### config.mk
export PLATFORM = sky130hd
export DESIGN_NAME = lsu_ctrl_flat
export DESIGN_NICKNAME = d
export VERILOG_FILES = /design/src/rtl/lsu_pkg.sv /design/src/rtl/lsu_if.sv /design/src/rtl/lsu_lane.sv /design/src/rtl/lsu_ctrl.sv /design/src/flat_wrapper.sv
export SDC_FILE = /design/constraint.sdc
export NUM_CORES = 1
export LEC_CHECK = 0
export BUFFER_PORTS_ARGS = -buffer_cell sky130_fd_sc_hd__buf_2
export CAP_MARGIN = 40
export CORE_MARGIN = 2
export CORE_UTILIZATION = 54
export DETAILED_ROUTE_END_ITERATION = 16
export GPL_ROUTABILITY_DRIVEN = 0
export PLACE_DENSITY = 0.84
export SYNTH_ARGS = -nofsm -noshare
export SYNTH_HDL_FRONTEND = slang
export SYNTH_HIERARCHICAL = 1
export SYNTH_SLANG_ARGS = --single-unit
### constraint.sdc
create_clock -name clk -period 3.74 [get_ports clk]
set_input_delay 0 -clock clk [delete_from_list [all_inputs] [get_ports clk]]
set_output_delay 0 -clock clk [all_outputs]
set_load 0.01 [all_outputs]
### src/rtl/lsu_pkg.sv
// Shared types for the load/store unit: RV32I width codes, FSM states, captured request.
// The legality check lives here so the controller and any future users agree on it.
package lsu_pkg;

  localparam logic [2:0] F3_B  = 3'b000;
  localparam logic [2:0] F3_H  = 3'b001;
  localparam logic [2:0] F3_W  = 3'b010;
  localparam logic [2:0] F3_BU = 3'b100;
  localparam logic [2:0] F3_HU = 3'b101;

  typedef enum logic [2:0] {
    IDLE  = 3'd0,
    READ  = 3'd1,
    WRITE = 3'd2,
    RESP  = 3'd3,
    ERR   = 3'd4
  } state_t;

  // Only the byte offset is kept; the word address lives in the mem_addr register.
  typedef struct packed {
    logic        we;
    logic [2:0]  funct3;
    logic [1:0]  addr_lo;
    logic [31:0] wdata;
  } req_t;

  function automatic logic access_illegal(input logic we, input logic [2:0] funct3,
                                          input logic [1:0] addr_lo);
    case (funct3)
      F3_B:    return 1'b0;
      F3_H:    return addr_lo[0];
      F3_W:    return addr_lo != 2'b00;
      F3_BU:   return we;
      F3_HU:   return we | addr_lo[0];
      default: return 1'b1;
    endcase
  endfunction

endpackage

### src/rtl/lsu_if.sv
// Core-side request/response handshake plus the data_mem port of the load/store unit.
// slave = the LSU; master = whoever plays core and memory.
interface lsu_if #(
  parameter int ADDR_WIDTH = 32,
  parameter int DATA_WIDTH = 32
);
  logic                  req_valid;
  logic                  req_ready;
  logic                  req_we;
  logic [2:0]            req_funct3;
  logic [ADDR_WIDTH-1:0] req_addr;
  logic [DATA_WIDTH-1:0] req_wdata;
  logic                  resp_valid;
  logic                  resp_ready;
  logic [DATA_WIDTH-1:0] resp_rdata;
  logic                  resp_err;
  logic [ADDR_WIDTH-1:0] mem_addr;
  logic [DATA_WIDTH-1:0] mem_wdata;
  logic                  mem_we;
  logic [DATA_WIDTH-1:0] mem_rdata;

  modport slave (
    input  req_valid, req_we, req_funct3, req_addr, req_wdata, resp_ready, mem_rdata,
    output req_ready, resp_valid, resp_rdata, resp_err, mem_addr, mem_wdata, mem_we
  );

  modport master (
    output req_valid, req_we, req_funct3, req_addr, req_wdata, resp_ready, mem_rdata,
    input  req_ready, resp_valid, resp_rdata, resp_err, mem_addr, mem_wdata, mem_we
  );
endinterface

### src/rtl/lsu_lane.sv
// Combinational byte/halfword lane logic: store merge into a whole word, load extract + extend.
// Zero latency; no handshake.
module lsu_lane
  import lsu_pkg::*;
(
  input  logic [31:0] word,
  input  logic [31:0] wdata,
  input  logic [2:0]  funct3,
  input  logic [1:0]  addr_lo,
  output logic [31:0] merged,
  output logic [31:0] rdata
);
  logic [7:0]  byte_sel;
  logic [15:0] half_sel;

  always_comb begin
    byte_sel = word[{addr_lo, 3'b000} +: 8];
    half_sel = word[{addr_lo[1], 4'b0000} +: 16];

    // Untouched lanes come straight from the read word.
    merged = word;
    case (funct3)
      F3_B:    merged[{addr_lo, 3'b000} +: 8]     = wdata[7:0];
      F3_H:    merged[{addr_lo[1], 4'b0000} +: 16] = wdata[15:0];
      default: merged = wdata;
    endcase

    case (funct3)
      F3_B:    rdata = {{24{byte_sel[7]}}, byte_sel};
      F3_BU:   rdata = {24'h0, byte_sel};
      F3_H:    rdata = {{16{half_sel[15]}}, half_sel};
      F3_HU:   rdata = {16'h0, half_sel};
      F3_W:    rdata = word;
      default: rdata = 32'h0;
    endcase
  end
endmodule

### src/rtl/lsu_ctrl.sv
// Load/store unit FSM: one access at a time; 1 cycle for errors, 2 for loads/SW, 3 for SB/SH.
// req_ready only in IDLE; response held until resp_ready.
module lsu_ctrl
  import lsu_pkg::*;
#(
  parameter int ADDR_WIDTH = 32,
  parameter int DATA_WIDTH = 32
) (
  input logic  clk,
  input logic  rst_n,
  lsu_if.slave bus
);
  state_t                state;
  req_t                  req_q;
  logic [DATA_WIDTH-1:0] word_q;
  logic [DATA_WIDTH-1:0] lane_word;
  logic [DATA_WIDTH-1:0] lane_merged;
  logic [DATA_WIDTH-1:0] lane_rdata;
  logic                  illegal;

  assign illegal = access_illegal(bus.req_we, bus.req_funct3, bus.req_addr[1:0]);

  // In READ the word is still on mem_rdata; it lands in word_q on the same edge.
  assign lane_word = (state == READ) ? bus.mem_rdata : word_q;

  lsu_lane u_lane (
    .word    (lane_word),
    .wdata   (req_q.wdata),
    .funct3  (req_q.funct3),
    .addr_lo (req_q.addr_lo),
    .merged  (lane_merged),
    .rdata   (lane_rdata)
  );

  always_ff @(posedge clk or negedge rst_n) begin
    if (!rst_n) begin
      state          <= IDLE;
      req_q          <= '0;
      word_q         <= '0;
      bus.req_ready  <= 1'b1;
      bus.resp_valid <= 1'b0;
      bus.resp_err   <= 1'b0;
      bus.resp_rdata <= '0;
      bus.mem_addr   <= '0;
      bus.mem_wdata  <= '0;
      bus.mem_we     <= 1'b0;
    end else begin
      case (state)
        IDLE: begin
          if (bus.req_valid) begin
            req_q         <= '{we: bus.req_we, funct3: bus.req_funct3,
                               addr_lo: bus.req_addr[1:0], wdata: bus.req_wdata};
            bus.req_ready <= 1'b0;
            if (illegal) begin
              state          <= ERR;
              bus.resp_valid <= 1'b1;
              bus.resp_err   <= 1'b1;
              bus.resp_rdata <= '0;
            end else begin
              bus.mem_addr <= {bus.req_addr[ADDR_WIDTH-1:2], 2'b00};
              if (bus.req_we && bus.req_funct3 == F3_W) begin
                state         <= WRITE;
                bus.mem_we    <= 1'b1;
                bus.mem_wdata <= bus.req_wdata;
              end else begin
                state <= READ;
              end
            end
          end
        end
        READ: begin
          word_q <= bus.mem_rdata;
          if (req_q.we) begin
            state         <= WRITE;
            bus.mem_we    <= 1'b1;
            bus.mem_wdata <= lane_merged;
          end else begin
            state          <= RESP;
            bus.resp_valid <= 1'b1;
            bus.resp_err   <= 1'b0;
            bus.resp_rdata <= lane_rdata;
          end
        end
        WRITE: begin
          state          <= RESP;
          bus.mem_we     <= 1'b0;
          bus.resp_valid <= 1'b1;
          bus.resp_err   <= 1'b0;
          bus.resp_rdata <= '0;
        end
        RESP, ERR: begin
          if (bus.resp_ready) begin
            state          <= IDLE;
            bus.req_ready  <= 1'b1;
            bus.resp_valid <= 1'b0;
            bus.resp_err   <= 1'b0;
          end
        end
        default: begin
          state         <= IDLE;
          bus.req_ready <= 1'b1;
          bus.mem_we    <= 1'b0;
        end
      endcase
    end
  end
endmodule

### src/flat_wrapper.sv
// flat-port wrapper written by rule: the top's interface ports become plain ports
module lsu_ctrl_flat import lsu_pkg::*;
#(
  parameter int ADDR_WIDTH = 32,
  parameter int DATA_WIDTH = 32
)
  (clk, rst_n, bus_req_valid, bus_req_we, bus_req_funct3, bus_req_addr, bus_req_wdata, bus_resp_ready, bus_mem_rdata, bus_req_ready, bus_resp_valid, bus_resp_rdata, bus_resp_err, bus_mem_addr, bus_mem_wdata, bus_mem_we);
  lsu_if #(.ADDR_WIDTH(ADDR_WIDTH), .DATA_WIDTH(DATA_WIDTH)) bus_i ();
  input logic clk;
  input logic rst_n;
  input wire logic [$bits(bus_i.req_valid)-1:0] bus_req_valid;
  input wire logic [$bits(bus_i.req_we)-1:0] bus_req_we;
  input wire logic [$bits(bus_i.req_funct3)-1:0] bus_req_funct3;
  input wire logic [$bits(bus_i.req_addr)-1:0] bus_req_addr;
  input wire logic [$bits(bus_i.req_wdata)-1:0] bus_req_wdata;
  input wire logic [$bits(bus_i.resp_ready)-1:0] bus_resp_ready;
  input wire logic [$bits(bus_i.mem_rdata)-1:0] bus_mem_rdata;
  output wire logic [$bits(bus_i.req_ready)-1:0] bus_req_ready;
  output wire logic [$bits(bus_i.resp_valid)-1:0] bus_resp_valid;
  output wire logic [$bits(bus_i.resp_rdata)-1:0] bus_resp_rdata;
  output wire logic [$bits(bus_i.resp_err)-1:0] bus_resp_err;
  output wire logic [$bits(bus_i.mem_addr)-1:0] bus_mem_addr;
  output wire logic [$bits(bus_i.mem_wdata)-1:0] bus_mem_wdata;
  output wire logic [$bits(bus_i.mem_we)-1:0] bus_mem_we;
  assign bus_i.req_valid = bus_req_valid;
  assign bus_i.req_we = bus_req_we;
  assign bus_i.req_funct3 = bus_req_funct3;
  assign bus_i.req_addr = bus_req_addr;
  assign bus_i.req_wdata = bus_req_wdata;
  assign bus_i.resp_ready = bus_resp_ready;
  assign bus_i.mem_rdata = bus_mem_rdata;
  assign bus_req_ready = bus_i.req_ready;
  assign bus_resp_valid = bus_i.resp_valid;
  assign bus_resp_rdata = bus_i.resp_rdata;
  assign bus_resp_err = bus_i.resp_err;
  assign bus_mem_addr = bus_i.mem_addr;
  assign bus_mem_wdata = bus_i.mem_wdata;
  assign bus_mem_we = bus_i.mem_we;
  lsu_ctrl #(.ADDR_WIDTH(ADDR_WIDTH), .DATA_WIDTH(DATA_WIDTH)) u_core (.clk(clk), .rst_n(rst_n), .bus(bus_i));
endmodule
==> impl_metrics.toml, run 1 <==
[floorplanning]
num_rows = 46
start_util_pct = 55.0
core-area_um2 = 15800
num_io_pins = 204
die_h_um = 131
die_area_um2 = 17100
die_width_um = 131

[critical_path]
worstPathArrival_ns = 3.33
worstPathRequired_ns = 4.06
crit_path_start_kind = "flip-flop"
crit_fanout = 33
end_kind = "flip-flop"
path_class = "reg -> reg"
reg2reg_depth = 8

[finish]
syn_to_final_growth_pct = 32.4
final_cell_mix = "buf_2 (200), dfrtp_1 (170), mux2_2 (144)"
seq_area_um2 = 4280
drive_gt1_share_pct = 40.4
nFillCells = 1027
nets = 1103
layout_commonest_cell = "buf_2"
num_antenna_cells = 0
multiInputGateArea_um2 = 4090

[timing]
setup_violations = 0
tns_ns = 0
rsz0062_at_grt = "no"
relSlewSlack_pct = 42.5
worstMarginPinSlew_ns = 0.858
clock.fmax_ghz = 0.332
drv_slew = 0
min_period_ns = 3.01
fin_worst_skew_ns = 0.0112
layout_worst_path_cycle_share_pct = 80.6
finalHoldViolCount = 0
setup_ws_ns = 0.726

[cts]
clockBufferDepth = 2
htreeDepth = 4
cts_tree = "built"
clk_pin_slew_ns = 0.07
clkSinkCount = 171
cts_post_setup_buffers_inserted = 0
numCtsBuffers = 17
clock_latency_ns = 0.44
clock-root-buffer = "clkbuf_16"

[power_and_ir_drop]
p_leak_nw = 5.37
pwr_density_cell_nw_per_um2 = 946
vdd_drop_max_v = 0.000478
power.total_mw = 10.9

[detailed_routing]
viasPerCell = 5.97
top_layer = "met4"
routed_wl_um = 26900
drtAntennaViolNets = 0
dr_wl_met2_um = 12800
drc = 0
drtIter0Drc = 720
route.met3.wl_um = 2640
wl_met1_um = 10600
wire_per_inst_um = 22.0
vias = 7304
drt-pass1-iter-count = 5

[synthesis]
synth-edff-count = 0
ys_types = 49
synth_area_um2 = 8700
ys_warn_count = 6
ys.flop_type = "dfrtp_1"
synthCells = 712
async_flop_share_pct = 100
syn_area_per_cell_um2 = 12.2
ys_seq_area_share_pct = 49.2
ys_ff_latch = 171

[run_status]
status = "finished, final reports clean"

[grt]
grt_max_degree = 65
antenna_found_initial = 0
overflow = 0
grt_pass1_wl_um = 41100
grt_pass1_vias = 7329
grt_use_total_pct = 32.1

[place]
port_buffers = 201
dp_slack_ns = 0.799
dp_hpwl_um = 17400

[worst_hold_path]
min-delay-path-class = "in -> reg"
min_path_cells = 3

[job]
maxCapViolations = 0
[through the flow]
| stage | instances | cell area (um2) | utilization [%] | hold slack (ns) |
|---|---|---|---|---|
| final | 1223 | 11500 | 72.8 | 0.0603 |
| after global routing | 1223 | 11500 | 72.8 | 0.0648 |
| after CTS | 1223 | 11500 | 72.8 | 0.0314 |
| after detailed placement | 1089 | 9860 | 62.3 | -0.0332 |
| after global placement | 1087 | 9820 | 62.0 | 0.201 |
| after floorplan | 713 | 8700 | - | -0.296 |
[sequential cells by signal, indices dropped and copies added (netlist names)]
name                   count
u_core/req_q              38
u_core/bus.mem_wdata      32
u_core/bus.resp_rdata     32
u_core/word_q             32
u_core/bus.mem_addr       30
u_core/state               3
u_core/bus.mem_we          1
u_core/bus.req_ready       1
u_core/bus.resp_err        1
u_core/bus.resp_valid      1
[layer usage]
| metal | vias to the layer above | track usage, % |
|---|---|---|
| met5 | - | 0 |
| met4 | 0 | 13.0 |
| met3 | 87 | 9.65 |
| met2 | 445 | 51.8 |
| met1 | 3544 | 40.9 |
| li1 | 3228 | - |
[cell families after synthesis]
logic type | count (synthesis) | synth area share (%)
AO/OA/AOI/OAI | 164 | 13.9
adder cells (fa/ha/maj) | 5 | 0.719
buffers and inverters | 66 | 3.84
flip-flops | 171 | 49.2
multiplexers | 205 | 26.3
other | 1 | 0.0431
AND/OR/NAND/NOR | 100 | 6.00
[worst paths after layout]
check                                                startpoint                                   end  slack (ns)
min in group asynchronous                                 rst_n            u_core/word_q[9]$_DFF_PN0_        0.07
max in group asynchronous                                 rst_n   u_core/bus.mem_addr[23]$_DFFE_PN0P_        2.67
hold reg to reg            u_core/bus.mem_wdata[16]$_DFFE_PN0P_  u_core/bus.mem_wdata[16]$_DFFE_PN0P_        0.49
setup / recovery                    u_core/state[2]$_DFFE_PN0P_  u_core/bus.mem_wdata[25]$_DFFE_PN0P_        0.73
setup reg to reg                    u_core/state[2]$_DFFE_PN0P_  u_core/bus.mem_wdata[25]$_DFFE_PN0P_        0.73
hold / removal                                    bus_req_valid           u_core/state[1]$_DFFE_PN0P_        0.06
[final cells by class]
cell class | instances | area share [%]
well taps | 216 | 2.35
clock buffers | 17 | 3.69
inverters | 7 | 0.228
flip-flops and latches | 171 | 37.2
clock inverters | 15 | 1.84
multi-input cells | 476 | 35.5
repair buffers | 321 | 19.2
[critical path, cell delays in order, from the launching register on]
cell and delay (ns):
dfrtp_1 0.52, nor2_2 0.21, and2_1 0.15, buf_4 0.37, mux2_2 0.50, a221o_1 0.36
a22o_1 0.19, mux2_2 0.27, mux2_1 0.29
[what timing repair did]
item,in CTS,in global routing
hold buffers,102,0
gates resized for setup,0,0
endpoints found under the hold margin,240,0
[cells in the mapped netlist (all sizes together) (2+ instances only)]
master,instances,share of area [%]
buf,41,2.7
nor4,3,0.39
nand3,2,0.12
inv,7,0.30
nor2,19,0.91
a311oi,2,0.20
a221oi,9,0.91
and3b,2,0.20
mux2,180,23
nor3b,3,0.32
and2,2,0.14
a22oi,9,0.83
clkbuf,18,0.79
a21oi,35,2.0
o211ai,2,0.17
mux2i,25,3.0
or2,2,0.14
ha,5,0.72
o21ai,31,1.9
nor3,9,0.52
nand2b,3,0.22
dfrtp,170,49
nand2,38,1.6
a221o,16,1.8
and3,2,0.14
a22o,56,5.6
nor2b,10,0.72
[report_power, final]
group          switching, mW  leakage [nW]  total (mW)  internal [mW]
clock                  0.797         0.298        1.93           1.13
combinational           3.06          2.97        5.60           2.54
sequential             0.624          2.10        3.37           2.75
total                   4.48          5.37        10.9           6.42
Power figures use the tool's default switching activity.
==> run 2: changes to the inputs <==
- clock period: 3.74 -> 2.8 ns (I/O delays scaled with it)
==> impl_metrics.toml, run 2 (synthesis gave the netlist of run 1 again) <==
[finish]
seq_area_um2 = 4280
top_register = "u_core/req_q"
num_antenna_cells = 0
postLayoutCellArea_um2 = 11500
multiInputGateArea_um2 = 4090
syn_to_final_growth_pct = 32.7
nFillCells = 1035
drive_gt1_share_pct = 40.6
final_cell_mix = "buf_2 (200), dfrtp_1 (170), mux2_2 (144)"
nets = 1111
layout_commonest_cell = "buf_2"
largest_reg_flops = 38

[critical_path]
path_class = "reg -> reg"
crit_fanout = 33
worstPathArrival_ns = 3.05
worstPathRequired_ns = 3.11
end_kind = "flip-flop"
crit_path_start_kind = "flip-flop"

[power_and_ir_drop]
pwr_density_cell_nw_per_um2 = 1260
vdd_drop_max_v = 0.000696
p_leak_nw = 5.39
power.total_mw = 14.5

[grt]
grt_pass1_wl_um = 41700
grt_max_degree = 94
antenna_found_initial = 0
grt_use_total_pct = 32.8
grt_pass1_vias = 7486
overflow = 0

[detailed_routing]
drtAntennaViolNets = 0
vias = 7365
drc = 0
routed_wl_um = 27600
viasPerCell = 5.98
wire_per_inst_um = 22.5
drt-pass1-iter-count = 8
drtIter0Drc = 927

[timing]
worstMarginPinSlew_ns = 0.600
fin_worst_skew_ns = 0.0127
tns_ns = 0
relSlewSlack_pct = 60.0
rsz0062_at_grt = "no"
clock.fmax_ghz = 0.365
layout_worst_path_cycle_share_pct = 97.9
drv_slew = 0
setup_violations = 0
finalHoldViolCount = 0
min_period_ns = 2.74

[floorplanning]
core-area_um2 = 15800
num_rows = 46
die_h_um = 131
start_util_pct = 55.0
die_width_um = 131
die_area_um2 = 17100
num_io_pins = 204

[cts]
cts_resized = 0
clock-root-buffer = "clkbuf_16"
clockBufferDepth = 2
cts_tree = "built"
clk_pin_slew_ns = 0.07
clock_latency_ns = 0.43
htreeDepth = 4
numCtsBuffers = 17
clkSinkCount = 171

[job]
maxCapViolations = 0

[place]
dpl_cell_area_um2 = 9940
dp_hpwl_um = 17500
port_buffers = 201

[run_status]
status = "finished, final reports clean"

[worst_hold_path]
min-delay-path-class = "in -> reg"
## run 2: changes by cell type in the layout (fill, tap and decap cells not counted), sizes merged
cell,before,now
clkbuf,17,22
inv,13,7
buf,219,227
bufinv,4,2
clkinv,1,4
## run 2: repair_timing
item	in CTS	in global routing
hold buffers	102	0
endpoints found under the hold margin	263	0
setup buffers	0	0
## run 2: power breakdown
part	total (mW)	internal [mW]	leakage, nW	switching, mW
registers	4.46	3.67	2.10	0.785
logic	7.68	3.47	3.01	4.21
clock network	2.35	1.36	0.272	0.988
total	14.5	8.50	5.39	5.98
## run 2: area by class of cell
type	count	area share, %
inverters	7	0.228
repair buffers	329	19.8
flip-flops and latches	171	37.1
multi-input cells	476	35.5
well taps	216	2.34
clock inverters	10	1.02
clock buffers	22	4.02
## run 2: stage by stage
step / setup slack (ns) / hold slack (ns) / std cells / utilization [%]
6_report: 0.0590 / 0.0269 / 1231 / 72.9
5_1_grt: 0.0183 / 0.0231 / 1231 / 72.9
4_1_cts: 0.122 / 0.0101 / 1231 / 72.9
3_5_place_dp: 0.178 / 0.0497 / 1097 / 62.8
3_3_place_gp: 0.191 / 0.140 / 1096 / 62.6
2_1_floorplan: 0.167 / -0.296 / 713 / -
## run 2: critical path, stage by stage, from the launching register on
cell     delay [ns]
dfrtp_1        0.38
nor2_2         0.17
and2_1         0.19
buf_12         0.22
mux2_2         0.46
mux2i_1        0.26
a21oi_1        0.11
a22o_1         0.23
mux2_2         0.28
mux2_1         0.28
## run 2: final timing paths
kind	start	slack, ns	endpoint	cells past startpoint
max in group asynchronous	rst_n	1.96	u_core/bus.mem_wdata[11]$_DFFE_PN0P_	4
hold reg to reg	u_core/bus.mem_addr[15]$_DFFE_PN0P_	0.49	u_core/bus.mem_addr[15]$_DFFE_PN0P_	1
setup reg to reg	u_core/state[1]$_DFFE_PN0P_	0.06	u_core/bus.mem_wdata[25]$_DFFE_PN0P_	9
setup / recovery	u_core/state[1]$_DFFE_PN0P_	0.06	u_core/bus.mem_wdata[25]$_DFFE_PN0P_	9
min in group asynchronous	rst_n	0.15	u_core/word_q[14]$_DFF_PN0_	3
hold / removal	bus_req_valid	0.03	u_core/state[1]$_DFFE_PN0P_	3
## run 2: per-layer routing
| layer | vias up | wire (um) | global-route usage [%] |
|---|---|---|---|
| met5 | - | 0 | 0 |
| met4 | 0 | 923 | 13.0 |
| met3 | 88 | 2580 | 8.39 |
| met2 | 477 | 13400 | 53.9 |
| met1 | 3577 | 10700 | 41.9 |
| li1 | 3223 | - | - |
==> run 3: changes to the inputs <==
- PLACE_DENSITY: 0.84 -> 0.79
==> impl_metrics.toml, run 3 (synthesis gave the netlist of run 1 again) <==
[critical_path]
crit_fanout = 33
r2r-start = "u_core/state[1]$_DFFE_PN0P_"
r2r_slack_ns = 0.09
worstPathArrival_ns = 3.02
reg2reg_to = "u_core/bus.mem_wdata[21]$_DFFE_PN0P_"
path_class = "reg -> reg"
worstPathRequired_ns = 3.11
reg2reg_depth = 9
crit_path_start_kind = "flip-flop"
end_kind = "flip-flop"

[detailed_routing]
drt-pass1-iter-count = 8
drtAntennaViolNets = 0
drc = 0
viasPerCell = 5.99
wire_per_inst_um = 21.7
vias = 7385
drtIter0Drc = 700
routed_wl_um = 26800

[cts]
numCtsBuffers = 17
clockBufferDepth = 2
htreeDepth = 4
clock-root-buffer = "clkbuf_16"
clk_pin_slew_ns = 0.06
cts_tree = "built"
clock_latency_ns = 0.43
clkSinkCount = 171

[grt]
grt_max_degree = 74
antenna_found_initial = 0
overflow = 0
grt_pass1_vias = 7530
grt_use_total_pct = 32.2
grt_pass1_wl_um = 41400

[timing]
rsz0062_at_grt = "no"
worstMarginPinSlew_ns = 0.916
relSlewSlack_pct = 39.0
drv_slew = 0
finalHoldViolCount = 0
setup_violations = 0
holdWs_ns = 0.0253
fin_worst_skew_ns = 0.00859
clock.fmax_ghz = 0.370
tns_ns = 0
layout_worst_path_cycle_share_pct = 96.6
min_period_ns = 2.71
setup_ws_ns = 0.0942

[floorplanning]
die_width_um = 131
num_rows = 46
start_util_pct = 55.0
die_area_um2 = 17100
core-area_um2 = 15800
num_io_pins = 204
die_h_um = 131

[finish]
layout_commonest_cell = "buf_2"
postLayoutCellArea_um2 = 11600
final_cell_mix = "buf_2 (200), dfrtp_1 (170), mux2_2 (144)"
nFillCells = 1046
drive_gt1_share_pct = 40.8
nets = 1113
final_cell_count_no_fill = 1233
seq_area_um2 = 4280
num_antenna_cells = 0
final_core_util_pct = 73.1
syn_to_final_growth_pct = 33.0
largest_reg_flops = 38
top_register = "u_core/req_q"
multiInputGateArea_um2 = 4090

[place]
port_buffers = 201
dp.cells = 1097
dp_hpwl_um = 17500
dp_slack_ns = 0.154
dpl_cell_area_um2 = 9920

[power_and_ir_drop]
pwr_density_cell_nw_per_um2 = 1260
power.total_mw = 14.6
vdd_drop_max_v = 0.000624
p_leak_nw = 5.41

[worst_hold_path]
min_path_cells = 3
min-delay-path-class = "in -> reg"
hold_path_end = "u_core/state[1]$_DFFE_PN0P_"
worstHoldStart = "bus_req_valid"

[run_status]
status = "finished, final reports clean"

[job]
maxCapViolations = 0
## run 3: critical path, cell delays in order (launching register included)
cell     delay, ns
dfrtp_1       0.39
nor2_2        0.17
and2_1        0.20
buf_12        0.21
mux2_2        0.47
mux2i_1       0.23
a21oi_1       0.11
a22o_1        0.24
mux2_2        0.25
mux2_1        0.27
## run 3: area by class of cell
class / instances / area share, %
clock buffer: 24 / 4.34
clock inverter: 8 / 0.919
inverter: 7 / 0.227
multi-input combinational: 476 / 35.4
sequential: 171 / 37.0
tap: 216 / 2.34
timing repair buffer: 331 / 19.8
## run 3: metal layers
metal | vias to the layer above | part of all wire, % | track usage [%]
li1 | 3238 | - | -
met1 | 3641 | 41 | 42.9
met2 | 442 | 47 | 51.2
met3 | 64 | 8.7 | 7.70
met4 | 0 | 3.3 | 13.1
met5 | - | 0 | 0
## run 3: repair_timing
item	CTS	global route
setup endpoints to repair	0	10
resized for setup	0	0
setup buffers	0	2
hold endpoints to repair	204	0
hold buffers	102	0
## run 3: where the power goes
| part | leakage (nW) | switching (mW) | internal (mW) |
|---|---|---|---|
| sequential | 2.10 | 0.773 | 3.67 |
| clock | 0.293 | 0.980 | 1.44 |
| combinational | 3.02 | 4.16 | 3.54 |
| total | 5.41 | 5.92 | 8.65 |
## run 3: worst max path at each step
| stage | slack (ns) | startpoint | depth (start not counted) | to |
|---|---|---|---|---|
| after floorplan | 0.17 | u_core/req_q[33]$_DFFE_PN0P_ | 10 | u_core/bus.mem_wdata[24]$_DFFE_PN0P_ |
| after global placement | 0.17 | u_core/state[1]$_DFFE_PN0P_ | 9 | u_core/bus.mem_wdata[21]$_DFFE_PN0P_ |
| after detailed placement | 0.15 | u_core/state[1]$_DFFE_PN0P_ | 9 | u_core/bus.mem_wdata[21]$_DFFE_PN0P_ |
| after CTS | 0.09 | u_core/state[1]$_DFFE_PN0P_ | 8 | u_core/bus.mem_wdata[25]$_DFFE_PN0P_ |
| after global routing | 0.02 | u_core/state[1]$_DFFE_PN0P_ | 8 | u_core/bus.mem_wdata[25]$_DFFE_PN0P_ |
| final | 0.09 | u_core/state[1]$_DFFE_PN0P_ | 9 | u_core/bus.mem_wdata[21]$_DFFE_PN0P_ |
